## config.mk

```make
export PLATFORM = sky130hd
export DESIGN_NAME = mem_arb
export DESIGN_NICKNAME = d
export VERILOG_FILES = /design/src/rtl/mem_arb.sv
export SDC_FILE = /design/constraint.sdc
export NUM_CORES = 1
export LEC_CHECK = 0
export CAP_MARGIN = 5
export CORE_MARGIN = 1.5
export CORE_UTILIZATION = 46
export CTS_CLUSTER_DIAMETER = 120
export CTS_CLUSTER_SIZE = 25
export DETAILED_ROUTE_END_ITERATION = 16
export PLACE_DENSITY = 0.95
export REMOVE_ABC_BUFFERS = 1
export SYNTH_ARGS = -nofsm -noshare
export SYNTH_HDL_FRONTEND = slang
export SYNTH_SLANG_ARGS = --single-unit
```

## constraint.sdc

```tcl
create_clock -name clk -period 4.1 [get_ports clk]
set_input_delay 0.82 -clock clk [delete_from_list [all_inputs] [get_ports clk]]
set_output_delay 0.82 -clock clk [all_outputs]
set_load 0.005 [all_outputs]
```

## src/rtl/mem_arb.sv

```systemverilog
// mem_arb: two-port arbiter and sequencer for the shared instruction/data memory.
// Requests from the I-cache and D-cache miss paths are served one at a time.
// Each request goes to a fixed-latency memory of MEM_LAT cycles.
// Read data and a one-cycle done pulse return to the side that won arbitration.
// Optional feature: define MEM_ARB_RR_EN to resolve ties round-robin.
// Without MEM_ARB_RR_EN, the D side always wins a tie.
//
//   state | meaning
//   IDLE  | arbitrate i_req/d_req, latch winner's address/data into mem_*
//   BUSY  | mem_en in first cycle, count up to MEM_LAT, capture mem_rdata
//   DONE  | winner's done pulse, return to IDLE unconditionally
module mem_arb #(
  parameter int MEM_LAT = 4,
  parameter int AW      = 16,
  parameter int DW      = 16
) (
  input  logic          clk,
  input  logic          rst,
  input  logic          i_req,
  input  logic [AW-1:0] i_addr,
  output logic          i_gnt,
  output logic          i_done,
  output logic [DW-1:0] i_rdata,
  input  logic          d_req,
  input  logic          d_wr,
  input  logic [AW-1:0] d_addr,
  input  logic [DW-1:0] d_wdata,
  output logic          d_gnt,
  output logic          d_done,
  output logic [DW-1:0] d_rdata,
  output logic          mem_en,
  output logic          mem_wr,
  output logic [AW-1:0] mem_addr,
  output logic [DW-1:0] mem_wdata,
  input  logic [DW-1:0] mem_rdata,
  output logic          busy
);

  localparam logic [1:0] ST_IDLE = 2'd0;
  localparam logic [1:0] ST_BUSY = 2'd1;
  localparam logic [1:0] ST_DONE = 2'd2;

  // latency compare value; the counter is 4 bits wide and stops here
  localparam logic [3:0] LAT = 4'(MEM_LAT);

  logic [1:0]    r_state;
  logic [3:0]    r_cnt;
  logic          r_win_d;
  logic          r_i_gnt;
  logic          r_d_gnt;
  logic          r_i_done;
  logic          r_d_done;
  logic          r_mem_en;
  logic          r_mem_wr;
  logic          r_busy;
  logic [AW-1:0] r_mem_addr;
  logic [DW-1:0] r_mem_wdata;
  logic [DW-1:0] r_i_rdata;
  logic [DW-1:0] r_d_rdata;

  logic          w_any;
  logic          w_pick_d;
  logic          w_start;

  assign w_any   = i_req | d_req;
  assign w_start = (r_state == ST_IDLE) & w_any;

`ifdef MEM_ARB_RR_EN
  logic r_last_d;

  // on a tie, the side that lost the previous grant wins this one
  assign w_pick_d = d_req & (~i_req | ~r_last_d);

  // remember the winner of every grant; reset means "I won last" so D takes the first tie
  always_ff @(posedge clk or negedge rst) begin
    if (!rst) begin
      r_last_d <= 1'b0;
    end else if (w_start) begin
      r_last_d <= w_pick_d;
    end
  end
`else
  // fixed priority: D wins ties, so I can starve under continuous d_req
  assign w_pick_d = d_req;
`endif

  // sequencing FSM with registered grant/done/strobe outputs
  always_ff @(posedge clk or negedge rst) begin
    if (!rst) begin
      r_state  <= ST_IDLE;
      r_cnt    <= 4'd0;
      r_win_d  <= 1'b0;
      r_i_gnt  <= 1'b0;
      r_d_gnt  <= 1'b0;
      r_i_done <= 1'b0;
      r_d_done <= 1'b0;
      r_mem_en <= 1'b0;
      r_busy   <= 1'b0;
    end else begin
      r_mem_en <= 1'b0;
      r_i_done <= 1'b0;
      r_d_done <= 1'b0;
      case (r_state)
        ST_IDLE: begin
          if (w_any) begin
            r_state  <= ST_BUSY;
            r_busy   <= 1'b1;
            r_win_d  <= w_pick_d;
            r_i_gnt  <= ~w_pick_d;
            r_d_gnt  <= w_pick_d;
            r_mem_en <= 1'b1;
            r_cnt    <= 4'd0;
          end
        end
        ST_BUSY: begin
          if (r_cnt == LAT) begin
            r_state  <= ST_DONE;
            r_i_done <= ~r_win_d;
            r_d_done <= r_win_d;
          end else begin
            r_cnt <= r_cnt + 4'd1;
          end
        end
        ST_DONE: begin
          r_state <= ST_IDLE;
          r_busy  <= 1'b0;
          r_i_gnt <= 1'b0;
          r_d_gnt <= 1'b0;
        end
        default: begin
          r_state <= ST_IDLE;
          r_busy  <= 1'b0;
          r_i_gnt <= 1'b0;
          r_d_gnt <= 1'b0;
        end
      endcase
    end
  end

  // latch the winner's request at grant; the I side is always a read
  always_ff @(posedge clk or negedge rst) begin
    if (!rst) begin
      r_mem_wr    <= 1'b0;
      r_mem_addr  <= '0;
      r_mem_wdata <= '0;
    end else if (w_start) begin
      if (w_pick_d) begin
        r_mem_wr    <= d_wr;
        r_mem_addr  <= d_addr;
        r_mem_wdata <= d_wdata;
      end else begin
        r_mem_wr   <= 1'b0;
        r_mem_addr <= i_addr;
      end
    end
  end

  // capture read data on the last BUSY cycle; a D write leaves d_rdata untouched
  always_ff @(posedge clk or negedge rst) begin
    if (!rst) begin
      r_i_rdata <= '0;
      r_d_rdata <= '0;
    end else if ((r_state == ST_BUSY) && (r_cnt == LAT)) begin
      if (!r_win_d) begin
        r_i_rdata <= mem_rdata;
      end else if (!r_mem_wr) begin
        r_d_rdata <= mem_rdata;
      end
    end
  end

  assign i_gnt     = r_i_gnt;
  assign d_gnt     = r_d_gnt;
  assign i_done    = r_i_done;
  assign d_done    = r_d_done;
  assign i_rdata   = r_i_rdata;
  assign d_rdata   = r_d_rdata;
  assign mem_en    = r_mem_en;
  assign mem_wr    = r_mem_wr;
  assign mem_addr  = r_mem_addr;
  assign mem_wdata = r_mem_wdata;
  assign busy      = r_busy;

endmodule

```

==> results of run 1 <==
## routing by layer
metal  wire length (µm)  global-route usage  share of wire
met3                544              0.0631          0.066
met2               4250               0.382           0.52
met5                  0                   0              0
met4                177              0.0895          0.022
met1               3260               0.263           0.40
## worst paths after layout
check | startpoint | end | slack, ns | depth (start not counted)
min | d_rdata[0] | d_rdata[0] | 0.51 | 1
max | d_req | r_cnt[1] | 1.61 | 5
max reg2reg | r_state[1] | r_cnt[1] | 2.02 | 4
min in group asynchronous | rst | d_rdata[9] | 0.61 | 1
min reg2reg | d_rdata[0] | d_rdata[0] | 0.51 | 1
max in group asynchronous | rst | mem_wdata[1] | 2.85 | 1
## final cells by class
class                      instances  area (µm²)  area share
sequential                        78        1950       0.392
timing repair buffer             141        1400       0.282
multi-input combinational        133        1240       0.250
clock buffer                      11         141      0.0284
tap                               96         120      0.0242
clock inverter                     5        81.3      0.0164
inverter                           8        30.0     0.00604
## layout by cell type, fill, tap and decap left out, types with 2 or more instances in the layout
cell | synthesis | layout
buf_4 | 1 | 3
o21ai_0 | 35 | 35
and2b_1 | 2 | 2
inv_1 | 8 | 8
clkbuf_8 | 0 | 10
nand3_1 | 2 | 2
o22ai_1 | 2 | 2
bufinv_16 | 0 | 2
nand2b_1 | 2 | 2
dfrtp_1 | 78 | 78
mux2_2 | 21 | 21
nor2_1 | 2 | 2
nor2b_1 | 5 | 4
ha_1 | 2 | 2
mux2_4 | 27 | 27
mux2i_1 | 17 | 17
or2_1 | 2 | 2
clkdlybuf4s50_1 | 0 | 138
## cell usage after synthesis, drive strengths merged, types with 2 or more instances
cell	number	area, µm²
mux2i	17	170
inv	8	30.0
nor2	3	13.8
clkbuf	2	7.51
nand3	2	10.0
mux2	48	642
o22ai	2	12.5
nand2b	2	12.5
ha	2	25.0
dfrtp	78	1950
or2	2	12.5
o21ai	35	175
and2b	2	15.0
nor2b	5	31.3
buf	11	95.1
## critical path, cell delays in order
cell             delay [ns]
clkdlybuf4s50_1        0.44
nor2_2                 0.47
or2_1                  0.57
inv_1                  0.15
o31ai_1                0.29
## cell families after synthesis
logic type	after synthesis	synth area share
AOI/OAI and AO/OA	42	0.0673
xor gates and xnor gates	1	0.00263
adders and majority gates	2	0.00752
buffers and inverters	21	0.0399
DFF	78	0.587
muxes	65	0.244
and+or+nand+nor	23	0.0519
## power groups by stage
stage / logic, W / clock network, W / registers (W)
floorplan: 0.000619 / 0 / 0.00138
global placement: 0.00152 / 0 / 0.00137
detailed placement: 0.00158 / 0 / 0.00139
CTS: 0.00159 / 0.000652 / 0.00139
global route: 0.00170 / 0.000695 / 0.00143
finish: 0.00157 / 0.000645 / 0.00139
## flip-flops by register name, summed over array words and instances, names as in the netlist
signal and count:
i_rdata 16, busy 1, d_rdata 16, r_cnt 4, mem_en 1, mem_addr 16
i_done 1, r_win_d 1, i_gnt 1, r_state 2, mem_wdata 16, d_gnt 1
mem_wr 1, d_done 1
## per-stage QoR
step | power, W | cell area (µm²)
floorplan | 0.00200 | 3220
global placement | 0.00289 | 4750
detailed placement | 0.00297 | 4750
CTS | 0.00363 | 4970
global route | 0.00382 | 4970
finish | 0.00361 | 4970
==> impl_metrics.env, run 1 <==
export IMPL_status="completed"
export IMPL_critPathMaxFanout=20
export IMPL_fin_crit_sh=0.608
export IMPL_hpwlAfterDp_um=5820
export IMPL_setup_viol=0
export IMPL_fin_crit_ns=2.49
export IMPL_fp_dieArea_um2=7750
export IMPL_cp_start_kind="input pin"
export IMPL_slew_headroom=0.352
export IMPL_postRouteAntennaNets=0
export IMPL_tightest_slew_ns=0.972
export IMPL_vias=2401
export IMPL_powerDensity_nw_per_um2=725
export IMPL_syn_inst=232
export IMPL_grt_pass1_vias=2658
export IMPL_async_flop_share=1.00
export IMPL_maxCapViolCount=0
export IMPL_cts_tree="done"
export IMPL_p_leak_nw=2.23
export IMPL_setup_ws_ns=1.61
export IMPL_gr_usage_all_layers=0.222
export IMPL_start_util=0.482
export IMPL_sw_frac_of_total=0.293
export IMPL_firstDrtPassIters=4
export IMPL_hold_viol=0
export IMPL_drc=0
export IMPL_syn_area_um2=3330
export IMPL_postCtsSetupBuffers=0
export IMPL_cp_arrival_ns=2.74
export IMPL_cts_resized=0
export IMPL_hold_class="register to register"
export IMPL_end_kind="register"
export IMPL_postLayoutCoreUtil=0.720
export IMPL_io_pins=140
export IMPL_final_cells=472
export IMPL_finalMaxSlewViolations=0
export IMPL_fill_cells=476
export IMPL_hold_ws_ns=0.510
export IMPL_io_buffers=139
export IMPL_synth_ff_type="dfrtp_1"
export IMPL_worstSkewPairLatency_ns=0.35
export IMPL_wirelength_um=8230
export IMPL_num_antenna_cells=0
export IMPL_worstPathRequired_ns=4.35
export IMPL_grt_max_degree=79
export IMPL_clockBufferDepth=2
export IMPL_fin_worst_skew_ns=0.0118
export IMPL_grt_setup_unrepaired="false"
export IMPL_clockPowerShare=0.179
export IMPL_vias_per_cell=5.09
export IMPL_max_freq_mhz=401
export IMPL_path_class="input pin to register"
export IMPL_netSwitchingPower_w=0.00106
export IMPL_wl_per_cell_um=17.4
export IMPL_pre_cts_ws_ns=1.32
export IMPL_antenna_found_initial=0
export IMPL_synth_warning_count=0
export IMPL_seqPwrFrac=0.385
export IMPL_avgSynthCellArea_um2=14.3
export IMPL_h_tree_depth=3
export IMPL_ys_ff_latch=78
export IMPL_ys_seq_area_frac=0.587
export IMPL_dp_cells=456
export IMPL_p_comb_frac=0.436
export IMPL_die_w_um=88.0
export IMPL_clkTransAtPathRegs_ns=0.08
export IMPL_power_internal_w=0.00255
export IMPL_tns_ns=0
export IMPL_drive_gt1_frac=0.186
export IMPL_hold_buffers=0
export IMPL_grt_first_pass_wirelength_um=13000
export IMPL_synthToLayoutAreaGrowth_pct=49.5
export IMPL_irDropWorstVdd_uv=381
export IMPL_cts_buffers=9
export IMPL_grt_overflow=0
export IMPL_core_um2=6910
export IMPL_synth_enable_flop_cells=0
export IMPL_layout_nets=442
export IMPL_die_h_um=88.0
export IMPL_rows=30
export IMPL_routabilityCongestion=0.791
export IMPL_drtIter0Drc=71
export IMPL_synth_cell_types=32
export IMPL_cts_root_buf="clkbuf_8"
export IMPL_numClockSinks=78
Power figures use the tool's default switching activity.
==> run 2: changes to the inputs <==
CORE_UTILIZATION = 38   (was 46)
PLACE_DENSITY = 0.87   (was 0.95)
clock period = 2.1 ns   (was 4.1 ns; I/O delays follow)
==> run 2 against run 1 <==
Net effect:
- sequential power is 92% higher
- total power grew 89%
- cell count up 3.0%
- wire length down 6.7%
- clock-buffer cell count is 1 lower
- first-iteration DRC count up 7.0%
- critical path depth is the same
- via count down 1.8%
- cell area grew 0.68%
- clock power increased by 67%
- combinational power is 97% higher
- critical path type is now register to register
==> impl_metrics.env, run 2 (synthesis gave the netlist of run 1 again) <==
export IMPL_irDropWorstVdd_uv=708
export IMPL_hold_class="input pin to async pin"
export IMPL_hold_viol=0
export IMPL_tightest_slew_ns=0.479
export IMPL_fin_worst_skew_ns=0.0113
export IMPL_vias_per_cell=4.85
export IMPL_fin_crit_sh=0.896
export IMPL_synthToLayoutAreaGrowth_pct=50.5
export IMPL_grt_setup_unrepaired="false"
export IMPL_routabilityCongestion=0.723
export IMPL_route_met2_wl_um=4060
export IMPL_tns_ns=0
export IMPL_cts_resized=0
export IMPL_core_um2=8340
export IMPL_gr_usage_all_layers=0.171
export IMPL_wirelength_um=7680
export IMPL_start_util=0.399
export IMPL_p_leak_nw=2.25
export IMPL_rr_endpoint="i_rdata[6]"
export IMPL_io_pins=140
export IMPL_cts_root_buf="clkbuf_8"
export IMPL_hold_ws_ns=0.0353
export IMPL_hold_buffers=0
export IMPL_grt_overflow=0
export IMPL_path_class="register to register"
export IMPL_io_buffers=139
export IMPL_grt_pass1_vias=2464
export IMPL_numClockSinks=78
export IMPL_p_total_w=0.00683
export IMPL_max_freq_mhz=532
export IMPL_powerDensity_nw_per_um2=1360
export IMPL_vias=2357
export IMPL_dpl_instance_area_um2=4820
export IMPL_h_tree_depth=3
export IMPL_postRouteAntennaNets=0
export IMPL_fin_crit_ns=1.88
export IMPL_drtIter0Drc=76
export IMPL_slew_headroom=0.680
export IMPL_cp_arrival_ns=2.09
export IMPL_finalMaxSlewViolations=0
export IMPL_dp_cells=471
export IMPL_wl_per_cell_um=15.8
export IMPL_cp_start_kind="register"
export IMPL_fin_area_um2=5010
export IMPL_status="completed"
export IMPL_final_cells=486
export IMPL_num_antenna_cells=0
export IMPL_critPathMaxFanout=17
export IMPL_firstDrtPassIters=6
export IMPL_antenna_found_initial=0
export IMPL_end_kind="register"
export IMPL_fp_dieArea_um2=9330
export IMPL_worstRegToRegCells=5
export IMPL_cts_buffers=9
export IMPL_r2r_start="r_cnt[0]"
export IMPL_die_h_um=96.6
export IMPL_drive_gt1_frac=0.199
export IMPL_final_common_cell="clkdlybuf4s50_1"
export IMPL_cts_tree="done"
export IMPL_maxCapViolCount=0
export IMPL_rrSetupSlack_ns=0.22
export IMPL_hpwlAfterDp_um=5750
export IMPL_grt_max_degree=40
export IMPL_wl_met3_um=440
export IMPL_clkTransAtPathRegs_ns=0.08
export IMPL_grt_first_pass_wirelength_um=12000
export IMPL_clockBufferDepth=2
export IMPL_wl_met1_um=3070
export IMPL_postCtsSetupBuffers=0
export IMPL_layout_nets=448
export IMPL_worstPathRequired_ns=2.31
export IMPL_worstSkewPairLatency_ns=0.34
export IMPL_layout_common_cells="138 x clkdlybuf4s50_1, 78 x dfrtp_1, 35 x o21ai_0"
export IMPL_drc=0
export IMPL_rows=33
export IMPL_setup_viol=0
export IMPL_top_layer_used="met4"
export IMPL_die_w_um=96.6
run 2: per-stage QoR:
step,setup slack (ns),utilization
finish,0.219,0.600
floorplan,-0.0772,-
global route,0.113,0.600
detailed placement,0.0870,0.578
CTS,0.180,0.600
global placement,0.0873,0.578
run 2: area by class of cell:
class | instances | area, µm²
Clock inverter | 5 | 50.0
Tap cell | 105 | 131
Timing Repair Buffer | 147 | 1460
Inverter | 8 | 30.0
Fill cell | 669 | 3330
Multi-Input combinational cell | 133 | 1240
Clock buffer | 10 | 138
Sequential cell | 78 | 1950
run 2: worst max path at each step:
stage / from / to / slack (ns) / cells after the start
2_1_floorplan: r_state[0] / mem_wdata[0] / -0.08 / 3
3_3_place_gp: d_req / mem_wdata[1] / 0.09 / 5
3_5_place_dp: d_req / mem_wdata[2] / 0.09 / 5
4_1_cts: r_cnt[1] / d_rdata[10] / 0.18 / 5
5_1_grt: r_cnt[1] / d_rdata[8] / 0.11 / 5
6_report: r_cnt[0] / i_rdata[6] / 0.22 / 5
run 2: routing by layer:
metal,track usage,vias to the layer above
met4,0.0713,0
li1,-,1106
met2,0.281,73
met3,0.0477,12
met1,0.211,1166
met5,0,-
run 2: power breakdown:
group	switching [W]	internal (W)	leakage, nW
Combinational	0.000996	0.00209	1.21
Clock	0.000509	0.000567	0.102
Sequential	0.000433	0.00224	0.933
Total	0.00194	0.00489	2.25
run 2: critical path, cell delays in order (launching register included):
cell and delay [ns]:
dfrtp_1 0.43, inv_1 0.08, ha_1 0.19, and2b_1 0.25
nand4b_4 0.38, mux2_4 0.42
==> edit (config.mk and constraints of run 2) <==
Set the parameter `AW` to 15 (it was 16).
--- a/src/rtl/mem_arb.sv
+++ b/src/rtl/mem_arb.sv
@@ -11,7 +11,7 @@
 //   DONE  | winner's done pulse, return to IDLE unconditionally
 module mem_arb #(
   parameter int MEM_LAT = 4,
-  parameter int AW      = 16,
+  parameter int AW      = 15,
   parameter int DW      = 16
 ) (
   input  logic          clk,
Ports: changed (resized d_addr, i_addr and mem_addr); port bits go from 140 to 137. The function was not compared with the original's and may differ.
==> edit against run 2 <==
Power up 0.24%; sequential cell count shrank 1; setup slack lost 0.021 ns; synthesized area is 1.1% lower; wire length shrank 1.1%; final area is 1.3% lower; clock skew is 0.0022 ns lower; clock power rose by 6%; critical endpoint is now d_rdata[14].
==> edit: results (changes against run 2) <==
Run status
  • Outcome: complete, no violations

Global routing
  • GR Util All Layers: 17.27% (+0.16 points)
  • Global-route wire length before repair: 11960 µm (-0.40%)
  • Initial antenna violation count: 0 (unchanged)
  • Largest net degree at the start of global routing: 49 (+23%)
  • Number of global-route vias before repair: 2520 (+2.3%)

Detailed routing
  • Via density: 4.864 (+0.29%)
  • Detailed Route WL: 7590 µm (-1.1%)
  • Iter 0 DRT Violations: 73 (-3.9%)
  • Drt pass-1 iters: 4 (-2)

Placed design
  • IO Port Bufs: 136 (-2.2%)
  • GPL Wtd Cong: 0.8704 (+20%)
  • Post-Place Cells: 461 (-2.1%)
  • Detailed Place HPWL: 5654 µm (-1.7%)
  • Pre-CTS WS: 0.03602 ns (-0.05100 ns)

Cells and area
  • Share of post-route cells with drive strength above 1: 19.09% (-0.86 points)
  • Inserted Diodes: 0 (unchanged)
  • Fin nets: 436 (-2.7%)
  • Finished Layout Cells: 477 (-1.9%)

Logic synthesis
  • Mapped Cells: 228 (-1.7%)
  • Sequential fraction of the synthesis area: 58.53% (-0.14 points)
  • Netlist cell types: 34 (+6.3%)
  • Synth warn: 0 (unchanged)
  • Synth area leaders: dfrtp_1, mux2_4, mux2_2, mux2i_1, o21ai_0
  • Most frequent cells after synthesis: dfrtp_1, mux2_4, o21ai_0
  • Async SR Flop Fraction: 100.0% (unchanged)

Min path
  • Worst min path class: in2async

Critical path
  • Crit path DAT: 2.12 ns (+0.03 ns)
  • Reg-to-reg setup timing slack: 0.20 ns (-0.02 ns)
  • Crit path largest cell delay: 0.46 ns (+0.03 ns)
  • R2R depth: 5 (unchanged)
  • Cell family with most CP delay: simple AND/OR/NAND/NOR gates
  • Worst setup path start: r_cnt[0]
  • CP max stage cell: mux2_1
  • Crit path max fanout: 16 (-1)
  • End of the critical path: d_rdata[14]

STA
  • Final Cycle Share: 90.54% (+0.99 points)
  • Least-Margin Pin Slew: 0.5683 ns (+0.08885 ns)
  • Clock skew: 0.009189 ns (-0.002157 ns)

CTS
  • Postcts setup bufs: 0 (unchanged)
  • CTS Buffer Depth: 2 (unchanged)
  • Post-CTS sizing: 0 (unchanged)
  • Num CTS Buffers: 9 (unchanged)
  • Reg clk slew, reported paths: 0.08 ns (about the same)
  • Clock Latency Late Sink: 0.34 ns (about the same)
  • Htree depth: 3 (unchanged)

Pwr
  • Leakage power: 2.207 nW (-1.9%)
  • Maximum vdd drop: 0.0007585 V (+7.1%)
edit: changes by cell type after synthesis, sizes merged:
cell,delta
o21ai,-2
nor2b,-1
dfrtp,-1
and2b,+1
mux2i,-1
edit: worst min path at each step:
| stage | to | slack, ns | cells past startpoint |
|---|---|---|---|
| floorplan | busy | 0.12 | 0 |
| global placement | mem_addr[3] | 0.37 | 1 |
| detailed placement | mem_addr[1] | 0.37 | 1 |
| CTS | mem_addr[1] | 0.003 | 1 |
| global route | mem_addr[1] | 0.01 | 1 |
| finish | mem_addr[1] | 0.001 | 1 |
edit: cell families after synthesis:
kind of cell             synth area share [%]
adder cells (fa/ha/maj)                0.7600
buffers and inverters                   4.409
multiplexers                            24.25
XOR/XNOR                               0.2661
AO/OA/AOI/OAI                           6.500
flip-flops                              58.53
AND/OR/NAND/NOR                         5.283
edit: area by class of cell:
cell class	count	area [µm²]
fillers	630	3358
inverters	8	30.03
well taps	105	131.4
flip-flops and latches	77	1927
multi-input cells	130	1220
clock buffers	13	168.9
repair buffers	141	1421
clock inverters	3	42.54
edit: routing by layer:
| layer | GRT usage (%) | vias to the layer above | part of all wire (%) |
|---|---|---|---|
| met5 | 0 | - | 0 |
| met4 | 8.456 | 0 | 2.9 |
| met3 | 4.739 | 22 | 5.6 |
| met2 | 29.28 | 88 | 52 |
| met1 | 20.06 | 1138 | 39 |
| li1 | - | 1072 | - |
edit: power breakdown:
part / internal (mW) / leakage [nW] / total, mW / switching, mW
logic: 2.05 / 1.18 / 3.06 / 1.00
registers: 2.21 / 0.921 / 2.65 / 0.436
clock network: 0.645 / 0.106 / 1.15 / 0.501
edit: metrics by stage:
stage | total power, mW | cell area [µm²] | hold WS [ns]
floorplan | 3.863 | 3177 | 0.1244
detailed placement | 5.747 | 4730 | 0.3727
CTS | 6.939 | 4941 | 0.002529
global route | 7.295 | 4941 | 0.01364
global placement | 5.613 | 4730 | 0.3690
finish | 6.848 | 4941 | 0.001411
